File: src/rtl/cpu_pkg.sv
// Shared CPU definitions: opcode map, controller state encoding, PC-select codes
// and the opcode-class bundle used by the controller and the instruction register.
package cpu_pkg;

    localparam logic [5:0] OPC_NOP   = 6'd0;
    localparam logic [5:0] OPC_ADD   = 6'd1;
    localparam logic [5:0] OPC_SUB   = 6'd2;
    localparam logic [5:0] OPC_STORE = 6'd3;
    localparam logic [5:0] OPC_LOAD  = 6'd4;
    localparam logic [5:0] OPC_AND   = 6'd5;
    localparam logic [5:0] OPC_OR    = 6'd6;
    localparam logic [5:0] OPC_XOR   = 6'd7;
    localparam logic [5:0] OPC_NOT   = 6'd8;
    localparam logic [5:0] OPC_SL    = 6'd9;
    localparam logic [5:0] OPC_SR    = 6'd10;
    localparam logic [5:0] OPC_SLI   = 6'd11;
    localparam logic [5:0] OPC_SRI   = 6'd12;
    localparam logic [5:0] OPC_ADDI  = 6'd13;
    localparam logic [5:0] OPC_SUBI  = 6'd14;
    localparam logic [5:0] OPC_MOV   = 6'd15;
    localparam logic [5:0] OPC_MOVEI = 6'd16;
    localparam logic [5:0] OPC_CMP   = 6'd17;
    localparam logic [5:0] OPC_INC   = 6'd18;
    localparam logic [5:0] OPC_DEC   = 6'd19;
    localparam logic [5:0] OPC_MUL   = 6'd20;
    localparam logic [5:0] OPC_JUMP  = 6'd21;
    localparam logic [5:0] OPC_BRA   = 6'd22;
    localparam logic [5:0] OPC_LAST  = OPC_BRA;

    localparam logic [2:0] ST_IDLE   = 3'd0;
    localparam logic [2:0] ST_FETCH  = 3'd1;
    localparam logic [2:0] ST_DECODE = 3'd2;
    localparam logic [2:0] ST_EXEC   = 3'd3;
    localparam logic [2:0] ST_MEM    = 3'd4;
    localparam logic [2:0] ST_WB     = 3'd5;
    localparam logic [2:0] ST_HALT   = 3'd6;

    localparam logic [1:0] PC_SEL_INC  = 2'b00;
    localparam logic [1:0] PC_SEL_JUMP = 2'b01;
    localparam logic [1:0] PC_SEL_BRA  = 2'b10;

    typedef struct packed {
        logic is_alu;
        logic is_imm;
        logic is_mem;
        logic is_wb;
        logic is_ctl;
        logic is_illegal;
    } opc_class_t;

endpackage

File: src/rtl/cpu_ctrl_fsm_if.sv
// Controller <-> datapath bundle: sequencing inputs and the control strobes.
// The controller uses the master view; the datapath (or a bench) uses slave.
interface cpu_ctrl_fsm_if;

    logic        run;
    logic [5:0]  opc;
    logic        br_cond;
    logic        mem_ready;

    logic        ir_load;
    logic        pc_en;
    logic        reg_we;
    logic        mem_rd;
    logic        mem_wr;
    logic        alu_src_imm;
    logic        busy;
    logic        halted;
    logic [1:0]  pc_sel;
    logic [5:0]  alu_op;
    logic [15:0] retired;

    modport master (
        input  run, opc, br_cond, mem_ready,
        output ir_load, pc_en, reg_we, mem_rd, mem_wr, alu_src_imm,
               busy, halted, pc_sel, alu_op, retired
    );

    modport slave (
        output run, opc, br_cond, mem_ready,
        input  ir_load, pc_en, reg_we, mem_rd, mem_wr, alu_src_imm,
               busy, halted, pc_sel, alu_op, retired
    );

endinterface

File: src/rtl/cpu_opc_class.sv
// Combinational opcode classifier: sorts an opcode into the instruction
// families that steer the controller's path through EXEC/MEM/WB.
module cpu_opc_class
    import cpu_pkg::*;
(
    input  logic [5:0]  opc,
    output opc_class_t  cls
);

    always_comb begin
        cls            = '0;
        cls.is_illegal = (opc > OPC_LAST);
        cls.is_mem     = (opc == OPC_LOAD) || (opc == OPC_STORE);
        cls.is_ctl     = (opc == OPC_NOP) || (opc == OPC_JUMP) || (opc == OPC_BRA);
        cls.is_alu     = opc inside {OPC_ADD, OPC_SUB, OPC_AND, OPC_OR, OPC_XOR,
                                     OPC_NOT, OPC_SL, OPC_SR, OPC_SLI, OPC_SRI,
                                     OPC_ADDI, OPC_SUBI, OPC_MOV, OPC_MOVEI,
                                     OPC_CMP, OPC_INC, OPC_DEC, OPC_MUL};
        cls.is_wb      = cls.is_alu || (opc == OPC_LOAD);
        cls.is_imm     = opc inside {OPC_MOVEI, OPC_SLI, OPC_SRI, OPC_ADDI,
                                     OPC_SUBI, OPC_LOAD, OPC_STORE};
    end

endmodule

File: src/rtl/cpu_ctrl_fsm.sv
// Multi-cycle CPU control sequencer: FETCH/DECODE/EXEC with optional MEM and WB
// steps, a retired-instruction counter and a sticky HALT on illegal opcodes.
module cpu_ctrl_fsm
    import cpu_pkg::*;
(
    input  logic          clock,
    input  logic          reset_n,
    cpu_ctrl_fsm_if.master bus
);

    logic [2:0]  state;
    logic [2:0]  state_nxt;
    logic [15:0] retired_q;
    logic        end_instr;
    logic        in_op;
    opc_class_t  cls;

    cpu_opc_class u_opc_class (
        .opc (bus.opc),
        .cls (cls)
    );

    always_comb begin
        // NOTE: every combinational output gets a default first, so no path can infer a latch.
        state_nxt = state;
        end_instr = 1'b0;
        case (state)
            ST_IDLE:   if (bus.run) state_nxt = ST_FETCH;
            ST_FETCH:  state_nxt = ST_DECODE;
            ST_DECODE: state_nxt = cls.is_illegal ? ST_HALT : ST_EXEC;
            ST_EXEC: begin
                if (cls.is_mem)      state_nxt = ST_MEM;
                else if (cls.is_alu) state_nxt = ST_WB;
                else                 end_instr = 1'b1;
            end
            ST_MEM: begin
                // mem_ready only matters here; LOAD still owes a write-back.
                if (bus.mem_ready) begin
                    if (cls.is_wb) state_nxt = ST_WB;
                    else           end_instr = 1'b1;
                end
            end
            ST_WB:     end_instr = 1'b1;
            ST_HALT:   state_nxt = ST_HALT;
            default:   state_nxt = ST_IDLE;
        endcase
        // run is only consulted at instruction boundaries, so dropping it never aborts.
        if (end_instr) state_nxt = bus.run ? ST_FETCH : ST_IDLE;
    end

    always_ff @(posedge clock or negedge reset_n) begin
        // NOTE: sequential state uses non-blocking assignments and an async clear.
        if (!reset_n) begin
            state     <= ST_IDLE;
            retired_q <= '0;
        end else begin
            state <= state_nxt;
            if (end_instr) retired_q <= retired_q + 16'd1;
        end
    end

    assign in_op = (state == ST_EXEC) || (state == ST_MEM) || (state == ST_WB);

    assign bus.ir_load     = (state == ST_FETCH);
    assign bus.pc_en       = end_instr;
    assign bus.reg_we      = (state == ST_WB) && cls.is_wb;
    assign bus.mem_rd      = (state == ST_MEM) && cls.is_mem && cls.is_wb;
    assign bus.mem_wr      = (state == ST_MEM) && cls.is_mem && !cls.is_wb;
    assign bus.alu_src_imm = in_op && cls.is_imm;
    assign bus.alu_op      = !in_op ? 6'd0 : (cls.is_mem ? OPC_ADD : bus.opc);
    assign bus.busy        = (state != ST_IDLE) && (state != ST_HALT);
    assign bus.halted      = (state == ST_HALT);
    assign bus.retired     = retired_q;

    always_comb begin
        bus.pc_sel = PC_SEL_INC;
        if ((state == ST_EXEC) && cls.is_ctl) begin
            if (bus.opc == OPC_JUMP)                   bus.pc_sel = PC_SEL_JUMP;
            else if ((bus.opc == OPC_BRA) && bus.br_cond) bus.pc_sel = PC_SEL_BRA;
        end
    end

endmodule

File: src/flat_wrapper.sv
// flat-port wrapper written by rule: the top's interface ports become plain ports
module cpu_ctrl_fsm_flat import cpu_pkg::*;
  (clock, reset_n, bus_run, bus_opc, bus_br_cond, bus_mem_ready, bus_ir_load, bus_pc_en, bus_reg_we, bus_mem_rd, bus_mem_wr, bus_alu_src_imm, bus_busy, bus_halted, bus_pc_sel, bus_alu_op, bus_retired);
  cpu_ctrl_fsm_if bus_i ();
  input  logic clock;
  input  logic reset_n;
  input wire logic [$bits(bus_i.run)-1:0] bus_run;
  input wire logic [$bits(bus_i.opc)-1:0] bus_opc;
  input wire logic [$bits(bus_i.br_cond)-1:0] bus_br_cond;
  input wire logic [$bits(bus_i.mem_ready)-1:0] bus_mem_ready;
  output wire logic [$bits(bus_i.ir_load)-1:0] bus_ir_load;
  output wire logic [$bits(bus_i.pc_en)-1:0] bus_pc_en;
  output wire logic [$bits(bus_i.reg_we)-1:0] bus_reg_we;
  output wire logic [$bits(bus_i.mem_rd)-1:0] bus_mem_rd;
  output wire logic [$bits(bus_i.mem_wr)-1:0] bus_mem_wr;
  output wire logic [$bits(bus_i.alu_src_imm)-1:0] bus_alu_src_imm;
  output wire logic [$bits(bus_i.busy)-1:0] bus_busy;
  output wire logic [$bits(bus_i.halted)-1:0] bus_halted;
  output wire logic [$bits(bus_i.pc_sel)-1:0] bus_pc_sel;
  output wire logic [$bits(bus_i.alu_op)-1:0] bus_alu_op;
  output wire logic [$bits(bus_i.retired)-1:0] bus_retired;
  assign bus_i.run = bus_run;
  assign bus_i.opc = bus_opc;
  assign bus_i.br_cond = bus_br_cond;
  assign bus_i.mem_ready = bus_mem_ready;
  assign bus_ir_load = bus_i.ir_load;
  assign bus_pc_en = bus_i.pc_en;
  assign bus_reg_we = bus_i.reg_we;
  assign bus_mem_rd = bus_i.mem_rd;
  assign bus_mem_wr = bus_i.mem_wr;
  assign bus_alu_src_imm = bus_i.alu_src_imm;
  assign bus_busy = bus_i.busy;
  assign bus_halted = bus_i.halted;
  assign bus_pc_sel = bus_i.pc_sel;
  assign bus_alu_op = bus_i.alu_op;
  assign bus_retired = bus_i.retired;
  cpu_ctrl_fsm u_core (.clock(clock), .reset_n(reset_n), .bus(bus_i));
endmodule
File: config.mk
export PLATFORM = sky130hd
export DESIGN_NAME = cpu_ctrl_fsm_flat
export DESIGN_NICKNAME = d
export VERILOG_FILES = /design/src/rtl/cpu_pkg.sv /design/src/rtl/cpu_ctrl_fsm_if.sv /design/src/rtl/cpu_opc_class.sv /design/src/rtl/cpu_ctrl_fsm.sv /design/src/flat_wrapper.sv
export SDC_FILE = /design/constraint.sdc
export NUM_CORES = 1
export LEC_CHECK = 0
export CAP_MARGIN = 20
export CORE_ASPECT_RATIO = 1.25
export CORE_MARGIN = 2
export CORE_UTILIZATION = 49
export DETAILED_ROUTE_END_ITERATION = 7
export GPL_TIMING_DRIVEN = 0
export MAX_ROUTING_LAYER = met4
export PLACE_DENSITY = 0.85
export REMOVE_ABC_BUFFERS = 1
export SYNTH_ARGS = -nofsm -noshare
export SYNTH_HDL_FRONTEND = slang
export SYNTH_SLANG_ARGS = --single-unit
File: constraint.sdc
create_clock -name clock -period 4.2 [get_ports clock]
set_input_delay 0.84 -clock clock [delete_from_list [all_inputs] [get_ports clock]]
set_output_delay 0.84 -clock clock [all_outputs]
set_load 0.1 [all_outputs]
* Word-level counts from Yosys, hierarchy flattened
Index checks and enable logic that the tools add are counted.
** Storage, ports and cells
- Register bits :: 19
- Output and inout port bits :: 32
- Word-level logic and storage cells :: 78
** Cells by class
- Add/sub/neg operators :: 1
- Magnitude comparators :: 1
- Equality and inequality tests :: 34
- Mux-type cells :: 19
- Reductions and logical operators :: 21
** Operator list (number)
- $eq A6 B4 Y1 const B :: 8
- $eq A6 B5 Y1 const B :: 7
- $eq A6 B3 Y1 const B :: 4
- $mux W3 :: 7
- $pmux W3 S7 :: 1
- $reduce_bool A18 Y1 :: 1
- $add A16 B1 Y16 const B :: 1
- $eq A6 B2 Y1 const B :: 2
- $mux W6 :: 2
- $eq A3 B3 Y1 const B :: 3
- $ne A3 B3 Y1 const B :: 3
- $logic_and A1 B1 Y1 :: 8
- $reduce_bool A7 Y1 :: 1
- $eq A3 B2 Y1 const B :: 2
- $eq A6 B1 Y1 const B :: 1
- $gt A6 B5 Y1 const B :: 1
- $logic_not A6 Y1 :: 1
- $logic_or A1 B1 Y1 :: 6
- $mux W2 :: 3
- $mux W1 :: 5
- $reduce_and A5 Y1 :: 1
- $ne A4 B2 Y1 const B :: 1
- $eq A3 B1 Y1 const B :: 1
- $logic_not A3 Y1 :: 1
- 5 further kinds :: 5

* Logic depth before layout (Yosys ltp)
Gate-level depths: netlist of the first run.
- Word-level depth :: 8
- Depth in mapped cells :: 8
- Depth with buffers taken out :: 6

* Hierarchy
From an unflattened synthesis of the first run, not the netlist that was laid out.
** Second synthesis, totals
- Cells, all modules :: 144
- Area, all modules :: 1365.1 um2
** Modules (own cells, without submodules)
- cpu_ctrl_fsm :: instances 1, cells an instance 113, area each 1142.3 um2
- cpu_opc_class :: instances 1, cells an instance 31, area each 222.7 um2

* Least setup slack after synthesis of the first run
OpenSTA, ideal clock, no wires.
- Path type :: input to output
- Start point :: input port bus_opc[0]
- End point :: output port bus_alu_op[2]
- Data arrival time :: 3.640 ns
- Path slack :: -0.280 ns
- Stages on the path :: 5
- Path through :: buf_2 inv_1 and3_1 o21a_1 nor3b_1
** On the way
- Word-level cells in the longest chain between the ends :: 4
- Elaborated cells between the ends (all ways) :: 5
- Classes of those cells :: eq/ne (2); mux (2); reduce/logical (1)
** RTL lines
- start, declared :: RTL line flat_wrapper.sv:8 : input wire logic [$bits(bus_i.opc)-1:0] bus_opc;
- $eq A6 B3 Y1 / $eq A6 B2 Y1 (equally long branches) :: RTL line cpu_opc_class.sv:13 : cls.is_mem = (opc == OPC_LOAD) || (opc == OPC_STORE);
- $logic_or A1 B1 Y1 (*) :: RTL line cpu_opc_class.sv:13
- $mux W6 (*) (2 in a row) :: RTL line cpu_ctrl_fsm.sv:70 : assign bus.alu_op = !in_op ? 6'd0 : (cls.is_mem ? OPC_ADD : bus.opc);
- end, declared :: RTL line flat_wrapper.sv:20 : output wire logic [$bits(bus_i.alu_op)-1:0] bus_alu_op;
Mark *: on every way between the ends. The rest lies on a longest branch, timed or not.

* Worst setup path in the final report of the first run
- Start point :: input port bus_opc[2]
- End point :: output port bus_pc_en
** On the way
- Word-level cells in the longest chain between the ends :: 6
- Elaborated cells between the ends (all ways) :: 28
- Classes of those cells :: eq/ne (20); mux (5); reduce/logical (3)
** RTL lines
- $eq A6 B1 Y1, or another cell as far along :: RTL line cpu_opc_class.sv:15 : cls.is_alu = opc inside {OPC_ADD, OPC_SUB, OPC_AND, OPC_OR, OPC_XOR,
- $reduce_bool A18 Y1 :: RTL line cpu_opc_class.sv:15
- $logic_or A1 B1 Y1 :: RTL line cpu_opc_class.sv:19 : cls.is_wb = cls.is_alu || (opc == OPC_LOAD);
- $mux W1 :: RTL line cpu_ctrl_fsm.sv:39 : if (cls.is_wb) state_nxt = ST_WB;
- $mux W1 :: RTL line cpu_ctrl_fsm.sv:38 : if (bus.mem_ready) begin
- $pmux W1 S3 (*) :: RTL line cpu_ctrl_fsm.sv:27 : case (state)
- end, declared :: RTL line flat_wrapper.sv:12 : output wire logic [$bits(bus_i.pc_en)-1:0] bus_pc_en;
Marks and branches as above.

==> results by group, run 1 <==
Cells and area
  – Share of cells above drive strength 1: 12.43%
  – Post-route insts no fill: 210
  – Nets: 190
  – Synthesis-to-layout area growth: 34.05%
  – ANT cells: 0

Clocking
  – CTS Hold Bufs: 0
  – Root buffer cell: clkbuf_4
  – Clk buf depth: 2
  – Worst-Skew Late Latency: 300 ps
  – Reg clk slew, reported paths: 110 ps
  – Cts bufs inserted: 3
  – Post-CTS setup buffers: 0
  – TritonCTS Sinks: 19
  – H-tree depth: 1
  – CTS tree: yes

Synth
  – Synthesized cell area: 1279 sq um
  – Cell taking the most area after synthesis: dfrtp_1
  – Top_reg_cell synth: dfrtp_1
  – Post-synth top area share: 37.18%
  – Cells after synthesis: 138
  – Seq cells post-synth: 19
  – Ys Warns: 0
  – Share of the yosys chip area belonging to registers: 37.18%
  – Synth cell types: 40
  – EDFF count, synth: 0
  – Top cells by area in the synthesized netlist: dfrtp_1, xnor2_1, nand3_2, nand3_1, nor3_1
  – Post-synthesis async set-or-reset flop share: 100.0%
  – Most instantiated cells after synthesis: dfrtp_1, xnor2_1, nand3_1
  – Most common cell in the netlist: dfrtp_1
  – Syn Area/Cell: 9.266 sq um

Routing
  – DR iter-0 viols: 22
  – Detail Route Antenna Nets: 0
  – Final WL: 2932 um
  – Vias per cell: 5.452
  – Avg WL per Cell: 13.96 um
  – Vias: 1,145
  – Initial DRT Pass Iterations: 4
  – Residual DRC: 0

Power and ir drop
  – Total power: 1.263 mW
  – PwrDens: 736.9 nW/um^2
  – VDD IR-drop max: 0.6015 mV
  – P_leak: 0.7488 nW

Die
  – Initial Utilization: 52.14%
  – Die area: 3037 sq um
  – Die H: 61.12 um
  – Rows: 20
  – Core Box Area: 2452 sq um
  – Num ports: 43
  – Die X: 49.69 um

Placed design
  – Placed Cells: 206
  – GPL Wtd Cong: 0.7729
  – Port Buffers: 42
  – Post-detail-place hpwl: 2247 um

Setup path
  – CP peak stage delay: 590 ps
  – Critical Path Sink Type: primary output
  – Worst setup path class: input port to primary output
  – Worst Path Buf+Inv: 2
  – Setup crit start: bus_opc[2]
  – Critical-path top delay cell: or4b_4
  – Cell-by-cell trace of the critical path: clkdlybuf4s50_1, or4b_4, a21oi_2, o311ai_1, nand3_4, clkdlybuf4s18_2
  – Delay-heaviest family, CP: buffers and inverters
  – CP Launch Type: input port
  – Critical path arrival: 3280 ps
  – CP max FO: 17
  – Worst R2R Start: u_core.state[2]$_DFFE_PN0P_
  – CP Data Required Time: 3360 ps

Worst hold path
  – Hold Path Origin: u_core.bus.retired[15]$_DFFE_PN0N_
  – Worst hold path type: register to register

Global route
  – Largest net degree at the start of global routing: 20
  – First-pass GRT wire length: 4802 um
  – Initial antenna violation count: 0
  – GRT Util Overall: 21.46%
  – Number of global-route vias before repair: 1,107
  – GRT overflow: 0

Flow run
  – Maxcap violations: 0

Run status
  – Status: finished, final reports clean

STA
  – Max-slew violation count: 0
  – RSZ-0062 raised after global routing: yes
  – Final setup viols: 0
  – Clk_skew: 9.927 ps
  – Period Utilization, post-route: 98.17%
  – Normalized max-slew margin: 34.59%
  – Period minus WS final: 4123 ps
  – Hold Fails Final Rpt: 0
  – Actual slew at the worst max-slew pin: 978.1 ps
  – Fmax: 242.5 MHz
-- cells by family after synthesis --
logic type                 Yosys count  share of synthesized area, %
and+or+nand+nor                     71                         34.05
xor gates and xnor gates            15                         11.45
AOI/OAI and AO/OA                   18                         9.003
adders and majority gates            2                         1.761
DFF                                 19                         37.18
buffers and inverters               12                         5.674
muxes                                1                        0.8806
-- cells in the final DEF (no fill, tap or decap), types with 2 or more instances in the layout --
cell type	instances
and3_1	6
clkdlybuf4s50_1	34
o21a_1	3
nand2_1	8
nand2_2	2
dfrtp_1	19
inv_1	4
xor2_1	2
a21oi_1	6
nand3_2	4
xnor2_1	11
nor2_1	8
nor3b_1	2
and2_1	5
or3_1	2
nor2b_1	4
o21ai_0	3
xnor2_2	2
dlygate4sd2_1	4
nand3_1	9
clkbuf_4	3
nand4_1	6
nor3_1	8
-- state kept, by name, summed over array words and instances (netlist names) --
signal	flops
u_core.state	3
u_core.bus.retired	16
-- per-stage QoR --
stage / util [%] / setup TNS, ps / setup slack [ps] / hold slack, ps / instance area (sq um)
4_1_cts: 69.69 / 0 / 16.07 / 501.5 / 1709
3_5_place_dp: 68.78 / -1232 / -568.8 / 488.0 / 1687
5_1_grt: 69.90 / -36.02 / -36.02 / 512.2 / 1714
6_report: 69.90 / 0 / 76.82 / 494.8 / 1714
3_3_place_gp: 68.78 / -1140 / -551.5 / 460.1 / 1687
2_1_floorplan: - / -114.1 / -114.1 / 541.0 / 1225
-- metal layers --
metal	vias up	GRT usage [%]	routed length, um	part of all wire (%)
met4	0	11.11	57	1.9
met1	541	23.65	1231	42
met3	4	2.184	150	5.1
li1	563	-	-	-
met2	37	38.86	1492	51
met5	-	-	0	0
-- layout make-up --
class / instances / area (sq um)
multi-input combinational: 107 / 738.2
fill: 202 / 738.2
sequential: 19 / 475.5
timing repair buffer: 42 / 414.1
tap: 33 / 41.29
clock buffer: 4 / 26.28
inverter: 5 / 18.77
-- worst reg2reg max path, cell delays in order (launching register included) --
cell and delay [ps]:
dfrtp_1 430, nor2b_1 470, o311ai_1 300, nand3_4 310
mux2_2 370
-- what timing repair did --
| action | CTS | global route |
|---|---|---|
| setup endpoints to repair | 7 | 3 |
| resized for setup | 11 | 5 |
| pin swaps | 0 | 0 |
-- power breakdown --
group | internal [mW] | switching, mW | total [mW]
logic | 0.206 | 0.681 | 0.887
clock network | 0.0370 | 0.0533 | 0.0902
registers | 0.225 | 0.0607 | 0.286
total | 0.468 | 0.795 | 1.26
-- final timing paths --
path | to | slack (ps) | depth (start not counted)
max | bus_pc_en | 80 | 6
min | u_core.bus.retired[15]$_DFFE_PN0N_ | 490 | 1
max reg2reg | u_core.bus.retired[1]$_DFFE_PN0N_ | 2230 | 4
min reg2reg | u_core.bus.retired[15]$_DFFE_PN0N_ | 490 | 1
max in group asynchronous | u_core.bus.retired[3]$_DFFE_PN0N_ | 2700 | 1
min in group asynchronous | u_core.bus.retired[10]$_DFFE_PN0N_ | 990 | 1
Power figures use the tool's default switching activity.
==> run 2: changes to the inputs <==
--- a/config.mk
+++ b/config.mk
@@ -8,11 +8,11 @@
 export CAP_MARGIN = 20
 export CORE_ASPECT_RATIO = 1.25
 export CORE_MARGIN = 2
-export CORE_UTILIZATION = 49
+export CORE_UTILIZATION = 40
 export DETAILED_ROUTE_END_ITERATION = 7
 export GPL_TIMING_DRIVEN = 0
 export MAX_ROUTING_LAYER = met4
-export PLACE_DENSITY = 0.85
+export PLACE_DENSITY = 0.72
 export REMOVE_ABC_BUFFERS = 1
 export SYNTH_ARGS = -nofsm -noshare
 export SYNTH_HDL_FRONTEND = slang
==> run 2 against run 1 <==
Effect of this change: global-route usage decreased by 3.0 points; clock power down 2%; first-iteration DRC count increased by 41%; critical path type unchanged; largest cell class unchanged; highest routed layer unchanged.
==> results by group, run 2 (synthesized netlist as in run 1, its figures left out) <==
Power and ir drop
  – Clock power share: 7.1% (about the same)
  – Reg power frac: 22.7% (about the same)
  – VDD IR-drop max: 0.9279 mV (+54%)
  – Gate power share: 70.3% (about the same)
  – Net load switching power: 0.7880 mW (-0.93%)
  – Total power: 1.250 mW (-1.0%)
  – P_int: 0.4620 mW (-1.2%)
  – PwrDens: 730.9 nW/um^2 (-0.82%)
  – P_leak: 0.7470 nW (-0.25%)
  – Switch share: 63.04% (+0.070 points)

Global route
  – Initial antenna violation count: 0 (unchanged)
  – GRT overflow: 0 (unchanged)
  – GRT Util Overall: 18.43% (-3.0 points)
  – Number of global-route vias before repair: 1,139 (+2.9%)
  – Largest net degree at the start of global routing: 20 (unchanged)
  – First-pass GRT wire length: 4933 um (+2.7%)

Routing
  – Detail Route Antenna Nets: 0 (unchanged)
  – Final WL: 2849 um (-2.8%)
  – Vias per cell: 5.418 (-0.63%)
  – Residual DRC: 0 (unchanged)
  – DR iter-0 viols: 31 (+41%)
  – Avg WL per Cell: 13.38 um (-4.2%)
  – Initial DRT Pass Iterations: 4 (unchanged)
  – Vias: 1,154 (+0.79%)

Cells and area
  – Fillers: 279 (+38%)
  – Max reg flops: 16 (unchanged)
  – Most frequent cells in the layout: clkdlybuf4s50_1, dfrtp_1, xnor2_1
  – Post-route cell area: 1710 sq um (-0.22%)
  – Synthesis-to-layout area growth: 33.76%
  – Nets: 190 (unchanged)
  – Commonest non-fill, non-tap cell in the layout: clkdlybuf4s50_1
  – ANT cells: 0 (unchanged)
  – Share of cells above drive strength 1: 12.99% (+0.56 points)

Setup path
  – CP max FO: 11 (-6)
  – Critical-path top delay cell: clkdlybuf4s15_1
  – CP peak stage delay: 820 ps (+230 ps)
  – Critical path arrival: 3240 ps (-40 ps)
  – Critical Path Sink Type: primary output
  – Worst setup path class: input port to primary output
  – Cell-by-cell trace of the critical path: clkdlybuf4s50_1, nor3_1, nor3b_1, or3_1, nor2_1, clkdlybuf4s15_1
  – CP Launch Type: input port
  – CP Data Required Time: 3360 ps (about the same)

Die
  – Die H: 67.22 um (+10%)
  – Die X: 54.57 um (+9.8%)
  – Rows: 22 (+10%)
  – Core Box Area: 3000 sq um (+22%)
  – Die area: 3668 sq um (+21%)
  – Num ports: 43 (unchanged)
  – Initial Utilization: 42.62% (-9.5 points)

Clocking
  – Post-CTS setup buffers: 0 (unchanged)
  – Worst-Skew Late Latency: 290 ps (about the same)
  – CTS tree: yes
  – Clk buf depth: 2 (unchanged)
  – # resized after CTS: 13 (+2)
  – Reg clk slew, reported paths: 100 ps (about the same)
  – TritonCTS Sinks: 19 (unchanged)
  – Root buffer cell: clkbuf_4
  – CTS Hold Bufs: 0 (unchanged)
  – Cts bufs inserted: 3 (unchanged)
  – H-tree depth: 1 (unchanged)

Placed design
  – Post-detail-place hpwl: 2197 um (-2.2%)
  – Port Buffers: 42 (unchanged)
  – Pre-CTS setup slack: -597.7 ps (-28.97 ps)
  – GPL Wtd Cong: 0.7684 (-0.58%)
  – Dpl cell area: 1690 sq um (+0.22%)

STA
  – RSZ-0062 raised after global routing: no
  – Final TNS setup: 0 ps (unchanged)
  – Actual slew at the worst max-slew pin: 979.0 ps (+0.9019 ps)
  – Hold Fails Final Rpt: 0 (unchanged)
  – Final setup viols: 0 (unchanged)
  – Fin worst setup slack: 115.2 ps (+38.42 ps)
  – Fmax: 244.8 MHz (+0.94%)
  – Period Utilization, post-route: 97.26% (-0.91 points)
  – Period minus WS final: 4085 ps (-38.42 ps)
  – Max-slew violation count: 0 (unchanged)
  – Normalized max-slew margin: 34.53% (-0.060 points)
  – Clk_skew: 3.579 ps (-6.348 ps)

Run status
  – Status: finished, final reports clean

Flow run
  – Maxcap violations: 0 (unchanged)

Worst hold path
  – Worst hold path type: register to register
run 2: metrics by stage:
stage	hold slack, ps	utilization (%)	instances
final	481.4	57.01	213
after global routing	524.7	57.01	213
after CTS	489.5	56.92	213
after detailed placement	474.2	56.34	209
after global placement	461.5	56.34	209
after floorplan	541.0	-	131
run 2: power groups by stage:
stage               Sequential, mW  Clock, mW  Combinational [mW]
finish                       0.283     0.0882               0.879
floorplan                    0.474          0               0.500
global route                 0.293      0.104               0.921
CTS                          0.283     0.0936               0.881
detailed placement           0.286          0               0.889
global placement             0.283          0               0.884
run 2: worst max-delay path, delay by kind of cell:
kind | cells | cell delay (ps)
and+or+nand+nor | 4 | 900
buffers and inverters | 2 | 1500
run 2: path summary, 6_finish.rpt:
check	from	to	slack (ps)	cells past startpoint
setup / recovery	bus_opc[2]	bus_mem_rd	120	6
hold reg to reg	u_core.bus.retired[15]$_DFFE_PN0N_	u_core.bus.retired[15]$_DFFE_PN0N_	480	1
max in group asynchronous	reset_n	u_core.bus.retired[3]$_DFFE_PN0N_	2680	1
min in group asynchronous	reset_n	u_core.bus.retired[10]$_DFFE_PN0N_	1010	1
hold / removal	u_core.bus.retired[15]$_DFFE_PN0N_	u_core.bus.retired[15]$_DFFE_PN0N_	480	1
setup reg to reg	u_core.state[2]$_DFFE_PN0P_	u_core.bus.retired[1]$_DFFE_PN0N_	2170	4
run 2: cell type report:
| type | count | area [sq um] | share of cell area, % |
|---|---|---|---|
| clock buffers | 3 | 22.52 | 1.317 |
| well taps | 36 | 45.04 | 2.634 |
| multi-input cells | 107 | 730.7 | 42.72 |
| clock inverters | 1 | 5.005 | 0.2926 |
| repair buffers | 42 | 412.9 | 24.14 |
| inverters | 5 | 18.77 | 1.097 |
| flip-flops and latches | 19 | 475.5 | 27.80 |
run 2: layer usage:
metal / vias up / share of wire [%] / track usage, %
li1: 573 / - / -
met1: 542 / 44 / 21.64
met2: 37 / 51 / 32.23
met3: 2 / 5.0 / 2.655
met4: 0 / 0.25 / 5.000
met5: - / 0 / -
==> run 3: changes to the inputs <==
--- a/config.mk
+++ b/config.mk
@@ -5,6 +5,7 @@
 export SDC_FILE = /design/constraint.sdc
 export NUM_CORES = 1
 export LEC_CHECK = 0
+export ABC_CLOCK_PERIOD_IN_PS = 4200
 export CAP_MARGIN = 20
 export CORE_ASPECT_RATIO = 1.25
 export CORE_MARGIN = 2
==> results of run 3 <==
Final layout, timing and power as in run 2 (identical DEF).
